$ cat config.mk
export PLATFORM = sky130hd
export DESIGN_NAME = mac_frame_accumulator_flat
export DESIGN_NICKNAME = d
export VERILOG_FILES = /design/src/rtl/mac_frame_accumulator_pkg.sv /design/src/rtl/mac_frame_accumulator_if.sv /design/src/rtl/mac_frame_accumulator_result_fifo2.sv /design/src/rtl/mac_frame_accumulator.sv /design/src/flat_wrapper.sv
export SDC_FILE = /design/constraint.sdc
export NUM_CORES = 1
export LEC_CHECK = 0
export BUFFER_PORTS_ARGS = -buffer_cell sky130_fd_sc_hd__buf_4
export CELL_PAD_IN_SITES_DETAIL_PLACEMENT = 0
export CELL_PAD_IN_SITES_GLOBAL_PLACEMENT = 1
export CORE_AREA = 2 2 77 79
export CTS_BUF_LIST = sky130_fd_sc_hd__clkbuf_4
export CTS_CLUSTER_SIZE = 25
export DETAILED_ROUTE_END_ITERATION = 7
export DIE_AREA = 0 0 79 81
export PLACE_DENSITY = 0.79
export SETUP_SLACK_MARGIN = 0.05
export SYNTH_ARGS = -nofsm -noshare
export SYNTH_HDL_FRONTEND = slang
export SYNTH_SLANG_ARGS = --single-unit
$ cat constraint.sdc
create_clock -name clk -period 3.56 [get_ports clk]
set_input_delay 0.534 -clock clk [delete_from_list [all_inputs] [get_ports clk]]
set_output_delay 0.534 -clock clk [all_outputs]
set_load 0.05 [all_outputs]
$ cat src/rtl/mac_frame_accumulator_pkg.sv
// mac_frame_accumulator_pkg: shared width helper and result buffer state encoding
package mac_frame_accumulator_pkg;
    localparam logic [1:0] EMPTY = 2'd0;
    localparam logic [1:0] ONE   = 2'd1;
    localparam logic [1:0] FULL  = 2'd2;
    // Wide enough that LEN full-scale 2N-bit products never wrap
    function automatic int acc_width(input int n, input int len);
        return 2 * n + $clog2(len);
    endfunction
endpackage

$ cat src/rtl/mac_frame_accumulator_if.sv
// mac_frame_accumulator_if: product stream in, frame results out with valid/ready
interface mac_frame_accumulator_if import mac_frame_accumulator_pkg::*; #(
    parameter int N     = 4,
    parameter int ACC_W = acc_width(4, 8)
);
    logic             in_valid;
    logic [2*N-1:0]   in_product;
    logic             out_valid;
    logic             out_ready;
    logic [ACC_W-1:0] out_sum;
    modport master (output in_valid, in_product, out_ready, input out_valid, out_sum);
    modport slave (input in_valid, in_product, out_ready, output out_valid, out_sum);
endinterface

$ cat src/rtl/mac_frame_accumulator_result_fifo2.sv
// result_fifo2: 2-entry synchronous FIFO, push and pop honoured together in every state
module result_fifo2 import mac_frame_accumulator_pkg::*; #(
    parameter int W = 8
) (
    input  logic         clk,
    input  logic         rst_n,
    input  logic         clear,
    input  logic         push,
    input  logic [W-1:0] push_data,
    input  logic         pop,
    output logic         head_valid,
    output logic [W-1:0] head_data,
    output logic         full
);
    logic [1:0]   state, state_nx;
    logic [W-1:0] mem0, mem1, mem0_nx, mem1_nx;
    logic         pop_ok;
    assign head_valid = state != EMPTY;
    assign full       = state == FULL;
    assign head_data  = head_valid ? mem0 : '0;
    assign pop_ok     = pop && head_valid;
    // mem0 is always the head; a push into a full buffer without a pop is dropped
    always_comb begin
        state_nx = state;
        mem0_nx  = mem0;
        mem1_nx  = mem1;
        case (state)
            EMPTY: begin
                mem0_nx  = push ? push_data : mem0;
                state_nx = push ? ONE : EMPTY;
            end
            ONE: begin
                mem0_nx  = (push && pop_ok) ? push_data : mem0;
                mem1_nx  = (push && !pop_ok) ? push_data : mem1;
                state_nx = (push && !pop_ok) ? FULL : (pop_ok && !push) ? EMPTY : ONE;
            end
            FULL: begin
                mem0_nx  = pop_ok ? mem1 : mem0;
                mem1_nx  = (pop_ok && push) ? push_data : mem1;
                state_nx = (pop_ok && !push) ? ONE : FULL;
            end
            default: state_nx = EMPTY;
        endcase
    end
    always_ff @(posedge clk or negedge rst_n) begin
        if (!rst_n) begin
            state <= EMPTY;
            mem0  <= '0;
            mem1  <= '0;
        end else if (clear) begin
            state <= EMPTY;
            mem0  <= '0;
            mem1  <= '0;
        end else begin
            state <= state_nx;
            mem0  <= mem0_nx;
            mem1  <= mem1_nx;
        end
    end
endmodule

$ cat src/rtl/mac_frame_accumulator.sv
// mac_frame_accumulator: sums every LEN valid products into a buffered frame result
module mac_frame_accumulator import mac_frame_accumulator_pkg::*; #(
    parameter int N     = 4,
    parameter int LEN   = 8,
    parameter int ACC_W = acc_width(N, LEN),
    localparam int PW   = $clog2(LEN)
) (
    input  logic                    clk,
    input  logic                    rst_n,
    input  logic                    clear,
    mac_frame_accumulator_if.slave  bus,
    output logic [PW-1:0]           frame_pos,
    output logic                    overflow
);
    localparam logic [PW-1:0] LAST = PW'(LEN - 1);
    logic [ACC_W-1:0] acc, sum;
    logic             done, push, pop, full;
    // The first product of a frame replaces acc, so no separate clear of acc is needed
    assign sum  = (frame_pos == '0 ? '0 : acc) + ACC_W'(bus.in_product);
    assign done = bus.in_valid && frame_pos == LAST;
    assign push = done && !clear;
    assign pop  = bus.out_valid && bus.out_ready && !clear;
    always_ff @(posedge clk or negedge rst_n) begin
        if (!rst_n) begin
            acc       <= '0;
            frame_pos <= '0;
            overflow  <= 1'b0;
        end else if (clear) begin
            acc       <= '0;
            frame_pos <= '0;
            overflow  <= 1'b0;
        end else begin
            if (bus.in_valid) begin
                acc       <= sum;
                frame_pos <= done ? '0 : frame_pos + PW'(1);
            end
            if (push && full && !pop)
                overflow <= 1'b1;
        end
    end
    result_fifo2 #(.W(ACC_W)) u_fifo (
        .clk        (clk),
        .rst_n      (rst_n),
        .clear      (clear),
        .push       (push),
        .push_data  (sum),
        .pop        (pop),
        .head_valid (bus.out_valid),
        .head_data  (bus.out_sum),
        .full       (full)
    );
endmodule
$ cat src/flat_wrapper.sv
// flat-port wrapper written by rule: the top's interface ports become plain ports
module mac_frame_accumulator_flat import mac_frame_accumulator_pkg::*;
#(
    parameter int N     = 4,
    parameter int LEN   = 8,
    parameter int ACC_W = acc_width(N, LEN),
    localparam int PW   = $clog2(LEN)
)
  (clk, rst_n, clear, frame_pos, overflow, bus_in_valid, bus_in_product, bus_out_ready, bus_out_valid, bus_out_sum);
  mac_frame_accumulator_if #(.N(N), .ACC_W(ACC_W)) bus_i ();
  input  logic clk;
  input  logic rst_n;
  input  logic clear;
  output logic [PW-1:0] frame_pos;
  output logic overflow;
  input wire logic [$bits(bus_i.in_valid)-1:0] bus_in_valid;
  input wire logic [$bits(bus_i.in_product)-1:0] bus_in_product;
  input wire logic [$bits(bus_i.out_ready)-1:0] bus_out_ready;
  output wire logic [$bits(bus_i.out_valid)-1:0] bus_out_valid;
  output wire logic [$bits(bus_i.out_sum)-1:0] bus_out_sum;
  assign bus_i.in_valid = bus_in_valid;
  assign bus_i.in_product = bus_in_product;
  assign bus_i.out_ready = bus_out_ready;
  assign bus_out_valid = bus_i.out_valid;
  assign bus_out_sum = bus_i.out_sum;
  mac_frame_accumulator #(.N(N), .LEN(LEN), .ACC_W(ACC_W)) u_core (.clk(clk), .rst_n(rst_n), .clear(clear), .bus(bus_i), .frame_pos(frame_pos), .overflow(overflow));
endmodule
-- Word-level counts from Yosys, hierarchy flattened
Index checks and enable logic that the tools add are counted.
- bits of input ports: 13
- output and inout bits: 16
- logic and storage cells: 62
- bits in registers: 39
- eq/ne operators: 8
- add/subtract/negate cells: 2
- reduce and logical (&&, ||, !) cells: 23
- multiplexer cells: 23
- operators with widths (kind ; count):
    $mux 11 ; 10
    $pmux 11 s3 ; 1
    $pmux 11 s2 ; 1
    $ne 3x3->1 const B ; 4
    $add 11x8->11 ; 1
    $logic_and 1x1->1 ; 10
    $mux 3 ; 3
    $mux 2 ; 3
    $pmux 2 s3 ; 1
    $reduce_bool 2->1 ; 3
    $logic_not 1->1 ; 4
    $mux 1 ; 4
    $reduce_and 4->1 ; 1
    $reduce_bool 4->1 ; 1
    $add 3x1->3 const B ; 1
    $eq 3x3->1 const B ; 1
    $logic_not 3->1 ; 1
    $ne 3x2->1 const B ; 1
    $reduce_and 3->1 ; 1
    $reduce_bool 3->1 ; 1
    $eq 2x1->1 const B ; 1
    $eq 2x2->1 const B ; 1
    $logic_not 2->1 ; 1

-- Logic depth before layout (Yosys ltp)
Gate-level depths: netlist of run 1.
- depth after elaboration: 9
- mapped depth: 12
- mapped depth without buffers: 11

-- Modules after synthesis
A second synthesis of run 1 with hierarchy kept.
- cells, all modules: 271
- area, all modules: 2745.1 um2
- modules (own cells, without submodules) (module ; area an instance (um2) ; sequential area each (um2) ; cells an instance ; instances):
    result_fifo2 ; 1500.2 ; 600.6 ; 125 ; 1
    mac_frame_accumulator ; 1244.9 ; 375.4 ; 146 ; 1

-- Worst setup path after synthesis of run 1
Ideal clock, no wire load.
- path kind: register to register
- start: register u_core.frame_pos[0]
- end: register u_core.u_fifo.mem0[6]
- library setup time: 120 ps
- clock period less this slack: 2956 ps
- data arrival time: 2835 ps
- setup slack: 604 ps
- stages on the path, launching flop included: 13
- cell sequence: dfrtp_1 > inv_1 > ha_1 > nand2b_1 > clkbuf_1 > and2_1 > ha_1 > fa_1 > nand4_1 > and4_1 > a2111oi_1 > o211ai_1 > o211a_1
- longest elaborated chain between the ends: 6
- elaborated cells on any way between the ends: 14
- classes of those cells: add/sub (1); eq/ne (3); mux (5); reduce/logical (5)
- ends and longest elaborated chain (what ; RTL line ; text):
    start: declaration ; mac_frame_accumulator.sv:12 ; output logic [PW-1:0] frame_pos,
    start signal: assignment ; mac_frame_accumulator.sv:35 ; frame_pos <= done ? '0 : frame_pos + PW'(1);
    $logic_not 3->1 / $eq 3x3->1 (equally long branches) ; mac_frame_accumulator.sv:19, mac_frame_accumulator.sv:20 ;
    $mux 11 / $logic_and 1x1->1 (equally long branches) ; mac_frame_accumulator.sv:19, mac_frame_accumulator.sv:20 ;
    $add 11x8->11 / $logic_and 1x1->1 (equally long branches) ; mac_frame_accumulator.sv:19, mac_frame_accumulator.sv:21 ;
    $mux 11, or another cell as far along ; mac_frame_accumulator_result_fifo2.sv:33 ; mem0_nx = (push && pop_ok) ? push_data : mem0;
    $pmux 11 s3 / $ne 3x3->1 (equally long branches) ; n/a ;
    $mux 11 / $reduce_and 4->1 (equally long branches) ; n/a ;
    end signal: assignment ; mac_frame_accumulator_result_fifo2.sv:56 ; mem0 <= mem0_nx;
    end: declaration ; mac_frame_accumulator_result_fifo2.sv:16 ; logic [W-1:0] mem0, mem1, mem0_nx, mem1_nx;
Parallel ways exist; a longest one is shown, timed or not. The select of a mux whose other input is x is not followed.
A chain may end at the register's enable or synchronous reset.

-- Worst setup path after layout of run 1
Same ends and word-level chain as after synthesis.

==> impl_results.md, run 1 <==
- Vias/cell: 5.424
- EDFF count, synth: 0
- Reg2reg end: u_core.u_fifo.mem0[6]
- TritonCTS clock tree: yes
- Top cell type by total area after synthesis: dfrtp_1
- Core Rows: 28
- Slowest CP cell: a2111oi_1
- Crit end category: register
- Synth Instances: 262
- Die area: 0.006399 mm^2
- CTS root buffer: clkbuf_4
- Ys flop type: dfrtp_1
- Worst VDD drop: 0.0001752 V
- Syn nets: 294
- Register area share after synthesis: 38.94%
- Sequential cell area: 975.9 um^2
- Count of different cell masters after synthesis: 54
- Final Util: 50.26%
- Non-Filler Instances: 363
- Share of cells above drive strength 1: 15.28%
- CP delay by family, top: compound AO/OA/AOI/OAI gates
- Htree depth: 2
- Post-synth top area share: 38.94%
- Skew final: 0.01321 ns
- Switching Share: 29.19%
- Detailed-route wire length: 5.414 mm
- Reg2Reg Setup Slack: 0.52 ns
- Die height: 81 um
- Mean Syn Cell Area: 9.565 um^2
- Arr. time, crit path: 3.30 ns
- DRT iter0 DRCs: 88
- Initial antenna violation count: 0
- Setup TNS: 0 ns
- R2R Path Start: u_core.frame_pos[0]
- Core area: 0.005675 mm^2
- Layout Nets: 319
- Slowest stage delay, CP: 0.64 ns
- Req. time, crit path: 3.83 ns
- Final min period: 3.037 ns
- Starting density of the core: 44.16%
- Flop pwr share: 49.9%
- Max Clk Rate: 329.2 MHz
- Post-CTS Hold Fix Bufs: 0
- Port Buffers: 28
- Chip width: 79 um
- Relative slew slack: 51.33%
- CP bufs+invs: 1
- Critical path peak fanout: 11
- Overall global routing resource usage: 18.64%
- Grt total ovfl: 0
- Post-route ant nets: 0
- Vias in the first global route: 1831
- DP Wirelength: 3.707 mm
- Type of origin of the critical path: register
- Clock power share: 32.7%
- Routed len/inst: 14.91 um
- Num CTS Buffers: 5
- Most frequent cell after synthesis: dfrtp_1
- First-pass GRT wire length: 9.321 mm
- Final period utilization: 85.32%
- R2R depth: 11
- Combinational power share: 17.5%
- NetSw: 0.2788 mW
- CTS max path bufs: 2
- Hold WC Path Type: primary input to async pin
- Multi-input logic area: 0.001405 mm^2
- Unrepaired setup endpoints after global routing: false
- # clock sinks: 39
- Slew of the pin with the lowest slew margin: 0.7300 ns
- Most frequent cells after synthesis: dfrtp_1, nand2_1, ha_1, nor2_1, inv_1
- Internal power: 0.6761 mW
- Clk Latency, worst-skew pair: 0.36 ns
- Most used cell, CP: ha_1
- CTS resizes: 0
- Post-Synthesis Cell Area: 0.002506 mm^2
- ANT cells: 0
- Final Hold Violating Endpoints: 0
- Fin area: 0.002853 mm^2
- Ports: 29
- #FFs+latches synth: 39
- Routed via count: 1969
- DRC viols: 0
- Async SR Flop Fraction: 100.0%
- Max_cap viols: 0
- Pre-Repair DR Iteration Count: 4
- Power Dens Cells: 334.7 mW/mm^2
- P&R area growth vs syn: 13.83%
- Postcts setup bufs: 0
- Outcome: finished, final reports clean
- Worst-path cell chain: inv_1 > ha_1 > nand2b_1 > and2_1 > ha_1 > fa_1 > nand4_1 > a311oi_1 > a2111oi_1 > o211ai_1 > o211a_1
- Placed inst area: 0.002771 mm^2
- Crit path kind: register to register
- Leakage: 1.341 nW
- Layout fillers: 543
- Final setup viols: 0
- Placed insts: 355
- Largest net degree at the start of global routing: 40
- Synth area leaders: dfrtp_1, ha_1, mux2i_1
- GP Congestion: 0.8218
- Final Max Slew Viols: 0
- Total power draw: 0.9549 mW
- Synth Warn #: 0
- Worst-path clk slew: 0.13 ns
[worst register-to-register path: stages, from the launching register on]
cell       delay (ns)
dfrtp_1          0.44
inv_1            0.07
ha_1             0.15
nand2b_1         0.22
and2_1           0.26
ha_1             0.20
fa_1             0.43
nand4_1          0.15
a311oi_1         0.10
a2111oi_1        0.64
o211ai_1         0.15
o211a_1          0.15
[layout by cell type (no fill, tap or decap), types with 5 or more instances in the layout]
master | Yosys | routed
ha_1 | 18 | 18
nand2_1 | 24 | 24
o21ai_0 | 7 | 7
a21oi_1 | 9 | 9
nor2_1 | 18 | 18
nor2b_1 | 12 | 12
clkbuf_4 | 0 | 5
buf_4 | 0 | 32
mux2i_1 | 11 | 11
a31oi_1 | 5 | 5
and2_1 | 8 | 8
nand2b_1 | 9 | 9
dfrtp_1 | 39 | 39
inv_1 | 14 | 14
o31ai_1 | 5 | 5
xnor2_1 | 7 | 7
[state kept, by name, indices dropped and copies added (netlist names)]
signal,flops
u_core.acc,11
u_core.u_fifo.state,2
u_core.u_fifo.mem0,11
u_core.overflow,1
u_core.frame_pos,3
u_core.u_fifo.mem1,11
[routing by layer]
metal	GRT usage [%]	up-vias	wire length [um]
li1	-	993	-
met1	26.86	943	2775
met2	28.64	27	2408
met3	3.333	6	151
met4	5.690	0	78
met5	0	-	0
[per-stage QoR]
stage / worst slack [ns] / hold WS (ns)
after floorplan: 0.6043 / 0.2384
after global placement: 0.6279 / 0.4562
after global routing: 0.2195 / 0.1542
after detailed placement: 0.5264 / 0.4661
after CTS: 0.5241 / 0.1435
final: 0.5227 / 0.1225
[how the worst max path moves through the flow]
stage | from | end | slack [ns] | depth (start not counted)
2_1_floorplan | u_core.frame_pos[0] | u_core.u_fifo.mem0[6] | 0.60 | 12
3_3_place_gp | u_core.frame_pos[0] | u_core.u_fifo.mem0[6] | 0.63 | 11
3_5_place_dp | u_core.frame_pos[0] | u_core.u_fifo.mem0[6] | 0.53 | 11
4_1_cts | u_core.frame_pos[0] | u_core.u_fifo.mem0[6] | 0.52 | 11
5_1_grt | u_core.frame_pos[0] | u_core.u_fifo.mem0[6] | 0.22 | 11
6_report | u_core.frame_pos[0] | u_core.u_fifo.mem0[6] | 0.52 | 11
[layout make-up]
cell class / count / area share, %
inverter: 15 / 1.974
sequential: 39 / 34.21
multi-input combinational: 194 / 49.25
clock inverter: 3 / 1.535
timing repair buffer: 32 / 8.421
tap: 75 / 3.289
clock buffer: 5 / 1.316
[power groups by stage]
| stage | combinational (mW) | clock [mW] | sequential, mW |
|---|---|---|---|
| detailed placement | 0.168 | 0 | 0.484 |
| floorplan | 0.109 | 0 | 0.489 |
| global route | 0.189 | 0.341 | 0.479 |
| CTS | 0.169 | 0.319 | 0.476 |
| finish | 0.167 | 0.312 | 0.476 |
| global placement | 0.167 | 0 | 0.484 |
[logic make-up (layout without fill, tap and decap cells)]
kind of cell / count (synthesis) / in the layout / synth area share [%]
DFF: 39 / 39 / 38.94
muxes: 11 / 11 / 4.394
xor gates and xnor gates: 8 / 8 / 2.796
buffers and inverters: 29 / 55 / 4.992
adders and majority gates: 19 / 19 / 9.786
AOI/OAI and AO/OA: 63 / 63 / 19.57
and+or+nand+nor: 93 / 93 / 19.52
(Power assumes the default switching activity.)
==> run 2, diff against run 1 <==
--- a/config.mk
+++ b/config.mk
@@ -9,7 +9,7 @@
 export CELL_PAD_IN_SITES_DETAIL_PLACEMENT = 0
 export CELL_PAD_IN_SITES_GLOBAL_PLACEMENT = 1
 export CORE_AREA = 2 2 77 79
-export CTS_BUF_LIST = sky130_fd_sc_hd__clkbuf_4
+export CTS_BUF_LIST = sky130_fd_sc_hd__clkbuf_8
 export CTS_CLUSTER_SIZE = 25
 export DETAILED_ROUTE_END_ITERATION = 7
 export DIE_AREA = 0 0 79 81
==> impl_results.md, run 2 (synthesis gave the netlist of run 1 again) <==
- Worst-path clk slew: 0.08 ns
- Starting density of the core: 44.16%
- Slowest CP cell: a2111oi_1
- Vias in the first global route: 1826
- GP Congestion: 0.8218
- Max_cap viols: 0
- Top Registers: u_core.acc (11), u_core.u_fifo.mem0 (11), u_core.u_fifo.mem1 (11)
- First-pass GRT wire length: 9.294 mm
- Crit end category: register
- Detailed-route wire length: 5.412 mm
- CTS max path bufs: 2
- Initial antenna violation count: 0
- DRT met1 WL: 2.670 mm
- Slowest stage delay, CP: 0.62 ns
- CTS resizes: 0
- Slew of the pin with the lowest slew margin: 0.7259 ns
- Worst Setup SP: u_core.frame_pos[0]
- Worst-path cell chain: inv_1 > ha_1 > nand2b_1 > and2_1 > ha_1 > fa_1 > nand4_1 > a311oi_1 > a2111oi_1 > o211ai_1 > o211a_1
- Final period utilization: 84.77%
- Routed via count: 1963
- P&R area growth vs syn: 15.08%
- Largest net degree at the start of global routing: 40
- Die height: 81 um
- Leakage: 1.353 nW
- # clock sinks: 39
- Reg2Reg Setup Slack: 0.54 ns
- Ports: 29
- Req. time, crit path: 3.75 ns
- Reg2reg end: u_core.u_fifo.mem0[6]
- Commonest non-fill, non-tap cell in the layout: dfrtp_1
- Num CTS Buffers: 5
- Clk Latency, worst-skew pair: 0.29 ns
- Top Layer Used: met4
- Pre-Repair DR Iteration Count: 5
- Final min period: 3.018 ns
- Chip width: 79 um
- Postcts setup bufs: 0
- ANT cells: 0
- Most used cell, CP: ha_1
- Port Buffers: 28
- Overall global routing resource usage: 18.54%
- Final Max Slew Viols: 0
- Grt total ovfl: 0
- Die area: 0.006399 mm^2
- Worst VDD drop: 0.0001757 V
- CTS root buffer: clkbuf_8
- R2R Path Start: u_core.frame_pos[0]
- Max Clk Rate: 331.4 MHz
- Share of cells above drive strength 1: 15.28%
- Crit path kind: register to register
- Met2 Routed Length: 2.460 mm
- Most frequent cells in the layout: dfrtp_1, buf_4, nand2_1
- Setup TNS: 0 ns
- Routed wl met3: 207 um
- R2R depth: 11
- Relative slew slack: 51.60%
- Core area: 0.005675 mm^2
- Power Dens Cells: 353.3 mW/mm^2
- Arr. time, crit path: 3.21 ns
- Critical path peak fanout: 11
- Vias/cell: 5.408
- Type of origin of the critical path: register
- Htree depth: 2
- Core Rows: 28
- Routed len/inst: 14.91 um
- Worst hold slack: 0.2031 ns
- TritonCTS clock tree: yes
- DRC viols: 0
- Unrepaired setup endpoints after global routing: false
- Post-route ant nets: 0
- Layout fillers: 539
- Skew final: 0.008959 ns
- DP Wirelength: 3.707 mm
- Layout Nets: 319
- DRT iter0 DRCs: 107
- Post-CTS Hold Fix Bufs: 0
- Final Hold Violating Endpoints: 0
- Hold WC Path Type: primary input to async pin
- Outcome: finished, final reports clean
- Final setup viols: 0
## run 2: report_power, final
| group | leakage [nW] | total, mW | internal, mW | switching [mW] |
|---|---|---|---|---|
| clock network | 0.0581 | 0.376 | 0.209 | 0.167 |
| logic | 0.766 | 0.167 | 0.0638 | 0.103 |
| registers | 0.529 | 0.476 | 0.464 | 0.0116 |
| total | 1.35 | 1.02 | 0.737 | 0.282 |
## run 2: layout make-up
type	instances	area, um^2	share of cell area, %
well taps	75	93.84	3.254
clock inverters	3	43.79	1.518
repair buffers	32	240.2	8.330
multi-input cells	194	1405	48.72
inverters	15	56.30	1.952
clock buffers	5	68.82	2.386
flip-flops and latches	39	975.9	33.84
## run 2: worst max-delay path, delay by kind of cell, from the launching register on
family | cells | cell delay (ns)
adders and majority gates | 3 | 0.77
DFF | 1 | 0.43
buffers and inverters | 1 | 0.07
and+or+nand+nor | 3 | 0.62
AOI/OAI and AO/OA | 4 | 1.01
## run 2: worst max path at each step
stage / end / slack, ns / cells past startpoint
finish: u_core.u_fifo.mem0[6] / 0.54 / 11
floorplan: u_core.u_fifo.mem0[6] / 0.60 / 12
CTS: u_core.u_fifo.mem0[6] / 0.52 / 11
global route: u_core.u_fifo.mem0[6] / 0.22 / 11
detailed placement: u_core.u_fifo.mem0[6] / 0.53 / 11
global placement: u_core.u_fifo.mem0[6] / 0.63 / 11
## run 2: per-stage QoR
step	instance area (um^2)	power, mW	setup WS [ns]	util (%)	std cells
detailed placement	2771	0.6523	0.5264	48.83	355
CTS	2884	1.029	0.5234	50.82	363
finish	2884	1.019	0.5421	50.82	363
global placement	2771	0.6506	0.6279	48.83	355
global route	2884	1.076	0.2209	50.82	363
floorplan	2506	0.5980	0.6043	-	262
## run 2: per-layer routing
metal / GRT usage (%) / up-vias
met4: 5.172 / 0
met1: 26.79 / 929
met5: 0 / -
li1: - / 991
met3: 3.333 / 6
met2: 28.64 / 37
==> run 3, diff against run 2 <==
==> constraint.sdc (replaced) <==
create_clock -name clk -period 2.8 [get_ports clk]
set_input_delay 0.42 -clock clk [delete_from_list [all_inputs] [get_ports clk]]
set_output_delay 0.42 -clock clk [all_outputs]
set_load 0.05 [all_outputs]
==> impl_results.md, run 3 (synthesis gave the netlist of run 1 again) <==
- Vias in the first global route: 1855
- Grt total ovfl: 0
- Detailed-route wire length: 5.429 mm
- Type of origin of the critical path: register
- Layout fillers: 540
- Overall global routing resource usage: 18.66%
- Post-CTS Hold Fix Bufs: 0
- Crit end category: register
- Clk Latency, worst-skew pair: 0.29 ns
- Final min period: 2.634 ns
- Setup TNS: 0 ns
- Core Rows: 28
- Combinational power share: 19.3%
- Routed via count: 1981
- Share of cells above drive strength 1: 21.28%
- NetSw: 0.3484 mW
- Clock power share: 32.8%
- DP Wirelength: 3.809 mm
- Max Clk Rate: 379.7 MHz
- Most frequent cells in the layout: buf_4, dfrtp_1, nand2_1
- Unrepaired setup endpoints after global routing: true
- Core area: 0.005675 mm^2
- Internal power: 0.9146 mW
- Outcome: finished, final reports clean
- TritonCTS clock tree: yes
- Final period utilization: 94.06%
- Non-Filler Instances: 371
- Port Buffers: 28
- Final setup viols: 0
- Top Registers: u_core.acc (11), u_core.u_fifo.mem0 (11), u_core.u_fifo.mem1 (11)
- Layout Nets: 327
- Total power draw: 1.263 mW
- Die height: 81 um
- Post-route ant nets: 0
- # clock sinks: 39
- Placed insts: 362
- Slew of the pin with the lowest slew margin: 0.7266 ns
- Relative slew slack: 51.56%
- Worst-path clk slew: 0.08 ns
- Reg2reg end: u_core.u_fifo.mem1[9]
- Starting density of the core: 44.16%
- DRT iter0 DRCs: 116
- Crit path kind: register to register
- Flop pwr share: 47.9%
- Final Hold Violating Endpoints: 0
- DRC viols: 0
- Power Dens Cells: 420.4 mW/mm^2
- ANT cells: 0
- Die area: 0.006399 mm^2
- GP Congestion: 0.8560
- Hold WC Path Type: primary input to async pin
- Critical path peak fanout: 6
- Pre-Repair DR Iteration Count: 4
- Reg2Reg Setup Slack: 0.17 ns
- Final Util: 52.93%
- Switching Share: 27.59%
- Leakage: 1.399 nW
- CTS root buffer: clkbuf_8
- Htree depth: 2
- Req. time, crit path: 2.99 ns
- Vias/cell: 5.340
- Num CTS Buffers: 5
- Chip width: 79 um
- Routed len/inst: 14.63 um
- First-pass GRT wire length: 9.301 mm
- Ports: 29
- Worst VDD drop: 0.0002076 V
- Initial antenna violation count: 0
- Worst Setup SP: u_core.frame_pos[1]
- R2R depth: 11
- Arr. time, crit path: 2.82 ns
- Commonest non-fill, non-tap cell in the layout: buf_4
- Max_cap viols: 0
- Final Max Slew Viols: 0
- Largest net degree at the start of global routing: 40
- P&R area growth vs syn: 19.87%
- R2R Path Start: u_core.frame_pos[1]
- CTS max path bufs: 2
- Skew final: 0.008656 ns
-- run 3: critical path: stages, from the launching register on --
cell	delay [ns]
dfrtp_2	0.42
inv_1	0.08
ha_2	0.20
nand2b_4	0.07
and2_1	0.19
ha_1	0.27
a21o_1	0.20
a221o_1	0.42
buf_4	0.18
o2bb2ai_2	0.16
xor2_1	0.17
o31ai_1	0.19
-- run 3: power by group through the flow --
stage               registers, mW  clock network, mW  logic (mW)
floorplan                   0.622                  0       0.142
global placement            0.615                  0       0.228
detailed placement          0.615                  0       0.229
CTS                         0.605              0.425       0.231
global route                0.608              0.449       0.272
finish                      0.604              0.414       0.244
-- run 3: area by class of cell --
cell class / count / area, um^2 / area share [%]
repair buffers: 40 / 300.3 / 9.996
well taps: 75 / 93.84 / 3.124
clock inverters: 1 / 3.754 / 0.1249
inverters: 15 / 56.30 / 1.874
flip-flops and latches: 39 / 978.4 / 32.57
clock buffers: 7 / 96.34 / 3.207
multi-input cells: 194 / 1475 / 49.10
-- run 3: routing by layer --
metal | up-vias | wire length [um] | GRT usage [%]
li1 | 1010 | - | -
met1 | 937 | 2838 | 27.29
met2 | 28 | 2355 | 28.22
met3 | 6 | 152 | 3.111
met4 | 0 | 83 | 6.034
met5 | - | 0 | 0
-- run 3: timing repair --
action                                  in CTS  in global routing
pin swaps                                    0                  2
endpoints found under the setup margin       1                 15
setup buffers                                0                  1
resized for setup                            1                 10
-- run 3: metrics by stage --
step	worst slack [ns]	hold slack [ns]	area (um^2)
after global routing	0.03520	0.1314	3004
after detailed placement	0.04982	0.4267	2831
final	0.1664	0.08727	3004
after global placement	0.07419	0.4248	2831
after CTS	0.07143	0.1098	2939
after floorplan	0.05743	0.1244	2515
-- run 3: how the worst max path moves through the flow --
stage / to / slack [ns] / cells after the start
CTS: u_core.u_fifo.mem0[7] / 0.07 / 10
global placement: u_core.u_fifo.mem0[7] / 0.07 / 10
floorplan: u_core.u_fifo.mem0[6] / 0.06 / 12
detailed placement: u_core.u_fifo.mem0[7] / 0.05 / 10
finish: u_core.u_fifo.mem1[9] / 0.17 / 11
global route: u_core.acc[7] / 0.04 / 10
